### src/rtl/button_conditioner_if.sv
// Signal bundle between a raw push-button pad and its conditioner.
// The slave side is the conditioner; the master side drives the pad and consumes events.
interface button_conditioner_if;
    logic btn_raw;
    logic btn_level;
    logic btn_press;
    logic btn_release;
    logic btn_short;
    logic btn_long;

    modport master (
        output btn_raw,
        input  btn_level,
        input  btn_press,
        input  btn_release,
        input  btn_short,
        input  btn_long
    );

    modport slave (
        input  btn_raw,
        output btn_level,
        output btn_press,
        output btn_release,
        output btn_short,
        output btn_long
    );
endinterface

### src/rtl/button_conditioner.sv
// Push-button front end: 2-flop synchroniser, consecutive-sample debouncer and
// a hold-time FSM producing registered press/release/short/long pulses.
module button_conditioner #(
    parameter logic [16:0] DEBOUNCE_CYCLES = 17'd655,
    parameter logic [16:0] LONG_CYCLES     = 17'd65535
) (
    input  logic                 clk,
    input  logic                 reset,
    button_conditioner_if.slave  bus
);

    typedef enum logic [1:0] {
        IDLE      = 2'd0,
        PRESSED   = 2'd1,
        LONG_HELD = 2'd2
    } state_t;

    logic        r_s1;
    logic        r_s2;
    logic        r_stable;
    logic [16:0] r_db_cnt;
    state_t      r_state;
    logic [16:0] r_hold_cnt;
    logic        r_press;
    logic        r_release;
    logic        r_short;
    logic        r_long;

    logic        w_db_hit;
    logic        w_rise;
    logic        w_fall;

    // Acceptance is decided combinationally so the FSM pulses land in the same
    // cycle the new debounced level becomes visible.
    assign w_db_hit = (r_s2 != r_stable) && (r_db_cnt == (DEBOUNCE_CYCLES - 17'd1));
    assign w_rise   = w_db_hit && r_s2;
    assign w_fall   = w_db_hit && !r_s2;

    always_ff @(posedge clk) begin
        if (!reset) begin
            r_s1     <= 1'b0;
            r_s2     <= 1'b0;
            r_stable <= 1'b0;
            r_db_cnt <= 17'd0;
        end else begin
            r_s1 <= bus.btn_raw;
            r_s2 <= r_s1;
            if (r_s2 == r_stable) begin
                r_db_cnt <= 17'd0;
            end else if (w_db_hit) begin
                r_stable <= r_s2;
                r_db_cnt <= 17'd0;
            end else begin
                r_db_cnt <= r_db_cnt + 17'd1;
            end
        end
    end

    always_ff @(posedge clk) begin
        if (!reset) begin
            r_state    <= IDLE;
            r_hold_cnt <= 17'd0;
            r_press    <= 1'b0;
            r_release  <= 1'b0;
            r_short    <= 1'b0;
            r_long     <= 1'b0;
        end else begin
            r_press   <= 1'b0;
            r_release <= 1'b0;
            r_short   <= 1'b0;
            r_long    <= 1'b0;
            case (r_state)
                IDLE: begin
                    if (w_rise) begin
                        r_state    <= PRESSED;
                        r_hold_cnt <= 17'd1;
                        r_press    <= 1'b1;
                    end
                end
                PRESSED: begin
                    // Release has priority over reaching the hold limit.
                    if (w_fall) begin
                        r_state   <= IDLE;
                        r_release <= 1'b1;
                        r_short   <= 1'b1;
                    end else if (r_hold_cnt == LONG_CYCLES) begin
                        r_state <= LONG_HELD;
                        r_long  <= 1'b1;
                    end else begin
                        r_hold_cnt <= r_hold_cnt + 17'd1;
                    end
                end
                LONG_HELD: begin
                    if (w_fall) begin
                        r_state   <= IDLE;
                        r_release <= 1'b1;
                    end
                end
                default: begin
                    r_state <= IDLE;
                end
            endcase
        end
    end

    assign bus.btn_level   = r_stable;
    assign bus.btn_press   = r_press;
    assign bus.btn_release = r_release;
    assign bus.btn_short   = r_short;
    assign bus.btn_long    = r_long;

endmodule

### src/flat_wrapper.sv
// flat-port wrapper written by rule: the top's interface ports become plain ports
module button_conditioner_flat 
#(
    parameter logic [16:0] DEBOUNCE_CYCLES = 17'd655,
    parameter logic [16:0] LONG_CYCLES     = 17'd65535
)
  (clk, reset, bus_btn_raw, bus_btn_level, bus_btn_press, bus_btn_release, bus_btn_short, bus_btn_long);
  button_conditioner_if bus_i ();
  input  logic clk;
  input  logic reset;
  input wire logic [$bits(bus_i.btn_raw)-1:0] bus_btn_raw;
  output wire logic [$bits(bus_i.btn_level)-1:0] bus_btn_level;
  output wire logic [$bits(bus_i.btn_press)-1:0] bus_btn_press;
  output wire logic [$bits(bus_i.btn_release)-1:0] bus_btn_release;
  output wire logic [$bits(bus_i.btn_short)-1:0] bus_btn_short;
  output wire logic [$bits(bus_i.btn_long)-1:0] bus_btn_long;
  assign bus_i.btn_raw = bus_btn_raw;
  assign bus_btn_level = bus_i.btn_level;
  assign bus_btn_press = bus_i.btn_press;
  assign bus_btn_release = bus_i.btn_release;
  assign bus_btn_short = bus_i.btn_short;
  assign bus_btn_long = bus_i.btn_long;
  button_conditioner #(.DEBOUNCE_CYCLES(DEBOUNCE_CYCLES), .LONG_CYCLES(LONG_CYCLES)) u_core (.clk(clk), .reset(reset), .bus(bus_i));
endmodule
### config.mk
export PLATFORM = sky130hd
export DESIGN_NAME = button_conditioner_flat
export DESIGN_NICKNAME = d
export VERILOG_FILES = /design/src/rtl/button_conditioner_if.sv /design/src/rtl/button_conditioner.sv /design/src/flat_wrapper.sv
export SDC_FILE = /design/constraint.sdc
export NUM_CORES = 1
export LEC_CHECK = 0
export CORE_ASPECT_RATIO = 0.75
export CORE_MARGIN = 2
export CORE_UTILIZATION = 50
export DETAILED_ROUTE_END_ITERATION = 16
export DONT_BUFFER_PORTS = 1
export HOLD_SLACK_MARGIN = 0.02
export MAX_ROUTING_LAYER = met4
export PLACE_DENSITY = 0.66
export SYNTH_ARGS = -nofsm -noshare
export SYNTH_HDL_FRONTEND = slang
export SYNTH_SLANG_ARGS = --single-unit
### constraint.sdc
create_clock -name clk -period 2.45 [get_ports clk]
set_input_delay 0.735 -clock clk [delete_from_list [all_inputs] [get_ports clk]]
set_output_delay 0.735 -clock clk [all_outputs]
set_load 0.03 [all_outputs]
==> qor.txt, run 1 <==
Max_cap viols: 0
Synth Warn #: 0
R2R Path Start: u_core.r_hold_cnt[1]$_SDFFE_PN0P_
Initial core utilization: 0.537
Fillers: 401
Chip Width: 81.1 um
Area grow syn2layout: 10.2%
Post-synth EDFFs: 0
Critical path's slowest cell: dfxtp_1
Critical Path Start: u_core.r_hold_cnt[1]$_SDFFE_PN0P_
DP HPWL: 3.35 mm
CP endpoint kind: flop
Die area: 5020 um2
First-pass GRT wire length: 8.25 mm
Largest net degree at the start of global routing: 20
DRT Pass-1 Iters: 4
Mapped cell area: 2230 um2
# IOs: 8
Vias: 1929
Root buffer cell: clkbuf_8
Worst EP arrival: 2550 ps
Most frequent cell after synthesis: dfxtp_1
Global route total overflow: 0
Multi-input logic area: 1300 um2
Global-route usage over all layers: 0.225
Placed Cells: 321
FMAX: 0.436 GHz
Initial DRC Count: 132
Post-detailed-route count of antenna-violating nets: 0
FFs w/ async S/R, synth: 0
IO buf count: 0
Met3 usage: 0.0665
Routability cong.: 0.851
Layout net count: 283
Top_reg_cell synth: dfxtp_1
Worst path max stage delay: 380 ps
Slew Viols, Final: 0
CP Class: flop to flop
Sink Count: 43
Register area share after synthesis: 0.386
DR vias/cell: 5.86
Post-synthesis sequential element count: 43
CP max FO: 9
Inserted Clock Buffers: 5
Flop2flop setup slack: 160 ps
Clock buffer depth: 2
Leak: 0.769 nW
Layer with the highest usage: met1
Reg2reg end: u_core.r_hold_cnt[11]$_SDFFE_PN0P_
Worst-Skew Late Latency: 310 ps
DRT Wirelength: 4.75 mm
Layout cells sized above 1: 0.157
Yosys cell types: 45
Worst Tran Pin Value: 494 ps
Core footprint: 4150 um2
CTS tree: yes
Syn avg cell area: 8.35 um2
Final min period: 2290 ps
Share of the synthesized area in the top cell type: 0.386
Slew headroom: 0.670
Row count: 20
WP data required: 2710 ps
Chip height: 61.8 um
Hold worst-path end: u_core.r_s2$_SDFF_PN0_
Syn Nets: 277
Final cell utilization of the core: 0.592
M2 GR Usage: 0.290
Inserted Diodes: 0
WL/cell: 14.4 um
Endpoints failing setup: 0
Residual DRC: 0
Seq. cell area: 862 um2
Worst Hold Depth: 1
Critical Path Start Type: flop
Synth Instances: 267
H-tree depth: 2
Worst-path clk slew: 80 ps
Cell taking the most area after synthesis: dfxtp_1
Top cells by count, synth: 43 x dfxtp_1, 25 x nor2_1, 23 x nand2_1
Met1 Use GR: 0.335
Pwr dens: 476 nW/um2
VDD IR max: 0.000400 V
Worst hold margin: 440 ps
Clk_skew: 7.09 ps
Vias in the first global route: 1720
Worst hold start: u_core.r_s1$_SDFF_PN0_
Fin cells: 329
FF-to-FF path depth: 10
Top post-synthesis cells by area: dfxtp_1 39%, nand3_1 4.5%, nor2_1 4.2%
Setup_tns: 0 ps
Antenna violations before repair: 0
Hold crit path type: flop to flop
Crit-path cells: ha_1, and4_1, nand3_1, nor3_1, ha_2, nor2b_4, a21o_1, o21a_4, a311oi_2, a31o_1
Period utilisation layout: 0.937
Outcome: finished, final reports clean
Final Hold Viols: 0
-- critical path: cells and delay by family, from the launching register on --
kind / cells / cell delay [ps]
compound gates: 4 / 720
simple gates: 4 / 670
fa+ha+maj: 2 / 460
flops: 1 / 380
-- how the worst max path moves through the flow --
stage                                               endpoint  slack (ps)  cells after the start
after floorplan           u_core.r_hold_cnt[11]$_SDFFE_PN0P_         200                      9
after global placement     u_core.r_hold_cnt[4]$_SDFFE_PN0P_         130                     10
after detailed placement   u_core.r_hold_cnt[2]$_SDFFE_PN0P_         -20                     10
after CTS                 u_core.r_hold_cnt[11]$_SDFFE_PN0P_          30                      9
after global routing      u_core.r_hold_cnt[10]$_SDFFE_PN0P_         -20                     10
final                     u_core.r_hold_cnt[11]$_SDFFE_PN0P_         160                     10
-- routing by layer --
metal | up-vias | routed length, um
met2 | 52 | 1830
met5 | - | 0
met4 | 0 | 49
met1 | 898 | 2580
li1 | 972 | -
met3 | 7 | 288
-- cell type report --
cell class	count	area share
Multi-Input combinational cell	197	0.530
Sequential cell	43	0.351
Timing Repair Buffer	10	0.0305
Clock buffer	5	0.0280
Tap cell	55	0.0280
Inverter	16	0.0244
Clock inverter	3	0.00815
-- through the flow --
step / area, um2 / power (mW) / setup WS [ps]
after floorplan: 2230 / 0.732 / 204
final: 2460 / 1.17 / 155
after global placement: 2330 / 0.731 / 132
after detailed placement: 2330 / 0.731 / -20.4
after CTS: 2420 / 1.18 / 29.4
after global routing: 2460 / 1.22 / -15.0
-- flip-flops by register name, summed over array words and instances, names as in the netlist --
register	cells
u_core.r_db_cnt	17
u_core.r_hold_cnt	17
u_core.r_state	2
u_core.bus.btn_level	1
u_core.bus.btn_long	1
u_core.bus.btn_press	1
u_core.bus.btn_release	1
u_core.bus.btn_short	1
u_core.r_s1	1
u_core.r_s2	1
-- layout by cell type, fill, tap and decap left out, drive strengths merged, types with 3 or more instances in the layout --
cell type and count:
a21o 3, a21oi 9, and2 3, and3 4
buf 10, clkbuf 5, dfxtp 43, ha 7
inv 16, nand2 24, nand3 20, nand4 8
nor2 25, nor3 16, nor4 7, o21ai 17
o221a 8, or3 3, or4 4, xnor2 10
xor2 5
-- kinds of logic after synthesis --
logic type / after synthesis / share of synthesized area
simple gates: 126 / 0.306
compound gates: 49 / 0.162
flops: 43 / 0.386
buf+inv: 27 / 0.0477
xor+xnor: 15 / 0.0589
fa+ha+maj: 7 / 0.0393
-- repair_timing --
item | in CTS | in global routing
endpoints found under the setup margin | 8 | 16
hold buffers | 0 | 0
gates resized for setup | 1 | 9
hold endpoints to repair | 0 | 0
setup buffers | 0 | 0
-- power by group --
group          switching (mW)  internal [mW]
Combinational         0.00870        0.00350
Sequential            0.00273          0.700
Clock                   0.256          0.198
Total                   0.267          0.902
(Power assumes the default switching activity.)
==> run 2: changes to the inputs <==
--- a/config.mk
+++ b/config.mk
@@ -8,6 +8,7 @@
 export CORE_ASPECT_RATIO = 0.75
 export CORE_MARGIN = 2
 export CORE_UTILIZATION = 50
+export CTS_CLUSTER_DIAMETER = 200
 export DETAILED_ROUTE_END_ITERATION = 16
 export DONT_BUFFER_PORTS = 1
 export HOLD_SLACK_MARGIN = 0.02
==> results of run 2 <==
No change in the layout: final DEF, timing and power equal those of run 1.
==> run 3: changes to the inputs <==
--- a/config.mk
+++ b/config.mk
@@ -7,13 +7,13 @@
 export LEC_CHECK = 0
 export CORE_ASPECT_RATIO = 0.75
 export CORE_MARGIN = 2
-export CORE_UTILIZATION = 50
+export CORE_UTILIZATION = 55
 export CTS_CLUSTER_DIAMETER = 200
 export DETAILED_ROUTE_END_ITERATION = 16
 export DONT_BUFFER_PORTS = 1
 export HOLD_SLACK_MARGIN = 0.02
 export MAX_ROUTING_LAYER = met4
-export PLACE_DENSITY = 0.66
+export PLACE_DENSITY = 0.71
 export SYNTH_ARGS = -nofsm -noshare
 export SYNTH_HDL_FRONTEND = slang
 export SYNTH_SLANG_ARGS = --single-unit
==> run 3 against run 2 <==
Cell count increased by 0.30%; critical path depth increased by 1; non-clock buffer count increased by 2; die area decreased by 8.6%; core utilization increased by 3.0 points; register-to-register slack about the same; total power increased by 6.7%; setup slack got worse by 5.6 ps; clock skew increased by 1.4 ps; routed wire length increased by 0.69%; critical endpoint unchanged; highest routed layer unchanged; fmax decreased by 0.24%; count of clock-buffer cells in the layout increased by 1.
==> qor.txt, run 3 (synthesis gave the netlist of run 1 again) <==
H-tree depth: 2 (unchanged)
DRT Pass-1 Iters: 4 (unchanged)
Post-detailed-route count of antenna-violating nets: 0 (unchanged)
Slew headroom: 0.670 (about the same)
CP Class: flop to flop
Post-place setup slack: 138 ps (+158 ps)
Worst-Skew Late Latency: 290 ps (-20 ps)
Post-CTS setup buffers: 0 (unchanged)
Placed Cells: 323 (+0.62%)
DRT Wirelength: 4.78 mm (+0.69%)
Crit-path cells: ha_2, and4_4, nand3_1, nor3_2, ha_1, nor2b_1, a21o_1, o21a_1, buf_4, a311oi_2, a31o_1
Commonest cells after routing, fill and taps aside: 43 x dfxtp_1, 25 x nor2_1, 23 x nand2_1
Row count: 20 (unchanged)
Routability cong.: 0.849 (-0.23%)
Antenna violations before repair: 0 (unchanged)
First-pass GRT wire length: 7.94 mm (-3.8%)
Critical Path Start Type: flop
Period utilisation layout: 0.939 (+0.00228)
Clk_skew: 8.49 ps (+1.39 ps)
Placed inst area: 2340 um2 (+0.65%)
Top Registers: u_core.r_db_cnt: 17 flops, u_core.r_hold_cnt: 17 flops, u_core.r_state: 2 flops
Leak: 0.784 nW (+1.8%)
Die area: 4580 um2 (-8.6%)
Endpoints failing setup: 0 (unchanged)
Chip height: 59.1 um (-4.4%)
Layout cells sized above 1: 0.149 (-0.00784)
Residual DRC: 0 (unchanged)
CP max FO: 4 (-5)
Critical path's slowest cell: dfxtp_1
Worst Tran Pin Value: 494 ps (+0.503 ps)
Worst-path clk slew: 80 ps (about the same)
Vias: 1934 (+0.26%)
Chip Width: 77.5 um (-4.4%)
FMAX: 0.435 GHz (-0.24%)
Final Hold Viols: 0 (unchanged)
Area grow syn2layout: 10.9%
Inserted Clock Buffers: 5 (unchanged)
Layout net count: 285 (+0.71%)
DR vias/cell: 5.86 (about the same)
Global route total overflow: 0 (unchanged)
Post-route design area: 2470 um2 (+0.66%)
Sink Count: 43 (unchanged)
CP endpoint kind: flop
Final WS setup: 150 ps (-5.59 ps)
Clock buffer depth: 2 (unchanged)
WP data required: 2680 ps (-30 ps)
IO buf count: 0 (unchanged)
Final min period: 2300 ps (+5.59 ps)
Inserted Diodes: 0 (unchanged)
VDD IR max: 0.000408 V (+1.9%)
Worst EP arrival: 2530 ps (-20 ps)
Commonest non-fill, non-tap cell in the layout: dfxtp_1
Slew Viols, Final: 0 (unchanged)
Core footprint: 3980 um2 (-4.2%)
Root buffer cell: clkbuf_8
Vias in the first global route: 1619 (-5.9%)
Global-route usage over all layers: 0.226 (+0.00132)
Worst path max stage delay: 380 ps (about the same)
Fin cells: 330 (+0.30%)
Hold crit path type: flop to flop
Max_cap viols: 0 (unchanged)
CTS tree: yes
Post-cts hold buffer count: 0 (unchanged)
# IOs: 8 (unchanged)
Outcome: finished, final reports clean
Initial core utilization: 0.560 (+0.0236)
DP HPWL: 3.37 mm (+0.53%)
Pwr dens: 504 nW/um2 (+6.0%)
Largest net degree at the start of global routing: 20 (unchanged)
WL/cell: 14.5 um (+0.39%)
Initial DRC Count: 156 (+18%)
## run 3: cell types whose count changed in the layout (fill, tap and decap cells not counted), sizes merged
cell | previous run | this run
clkbuf | 5 | 6
buf | 10 | 12
clkinvlp | 2 | 0
clkinv | 1 | 0
bufinv | 0 | 1
## run 3: final cells by class
cell class | count | area [um2]
clock buffers | 6 | 72.6
clock inverters | 1 | 30.0
fillers | 331 | 1510
inverters | 16 | 60.1
multi-input cells | 197 | 1290
flip-flops and latches | 43 | 861
well taps | 55 | 68.8
repair buffers | 12 | 90.1
## run 3: final timing paths
path,start,endpoint,slack (ps),cells after the start
max,u_core.r_hold_cnt[1]$_SDFFE_PN0P_,u_core.r_hold_cnt[11]$_SDFFE_PN0P_,150,11
min,u_core.r_s1$_SDFF_PN0_,u_core.r_s2$_SDFF_PN0_,440,1
max reg2reg,u_core.r_hold_cnt[1]$_SDFFE_PN0P_,u_core.r_hold_cnt[11]$_SDFFE_PN0P_,150,11
min reg2reg,u_core.r_s1$_SDFF_PN0_,u_core.r_s2$_SDFF_PN0_,440,1
## run 3: routing by layer
metal  global-route usage  vias up  part of all wire
li1                     -      977                 -
met1                0.356      913              0.54
met2                0.289       42              0.41
met3               0.0473        2             0.050
met4               0.0459        0            0.0038
met5                    -        -                 0
## run 3: per-stage QoR
| step | power [mW] | hold slack (ps) | util | setup TNS [ps] |
|---|---|---|---|---|
| 4_1_cts | 1.25 | 441 | 0.614 | 0 |
| 3_5_place_dp | 0.731 | 422 | 0.589 | 0 |
| 2_1_floorplan | 0.732 | 412 | - | 0 |
| 3_3_place_gp | 0.731 | 424 | 0.589 | 0 |
| 5_1_grt | 1.29 | 452 | 0.622 | -10.1 |
| 6_report | 1.25 | 438 | 0.622 | 0 |
## run 3: repair_timing
item / 4_1_cts / 5_1_grt
setup endpoints to repair: 0 / 9
resized for setup: 0 / 6
hold endpoints to repair: 0 / 0
## run 3: where the power goes
part	internal [mW]	switching [mW]	leakage [nW]	total, mW
combinational	0.00351	0.00871	0.386	0.0122
sequential	0.700	0.00245	0.347	0.703
clock	0.299	0.234	0.0513	0.533
## run 3: worst max-delay path, delay by kind of cell, from the launching register on
kind | cells | cell delay [ps]
flip-flops | 1 | 380
AND/OR/NAND/NOR | 4 | 610
buffers and inverters | 1 | 160
AO/OA/AOI/OAI | 4 | 700
adder cells (fa/ha/maj) | 2 | 400
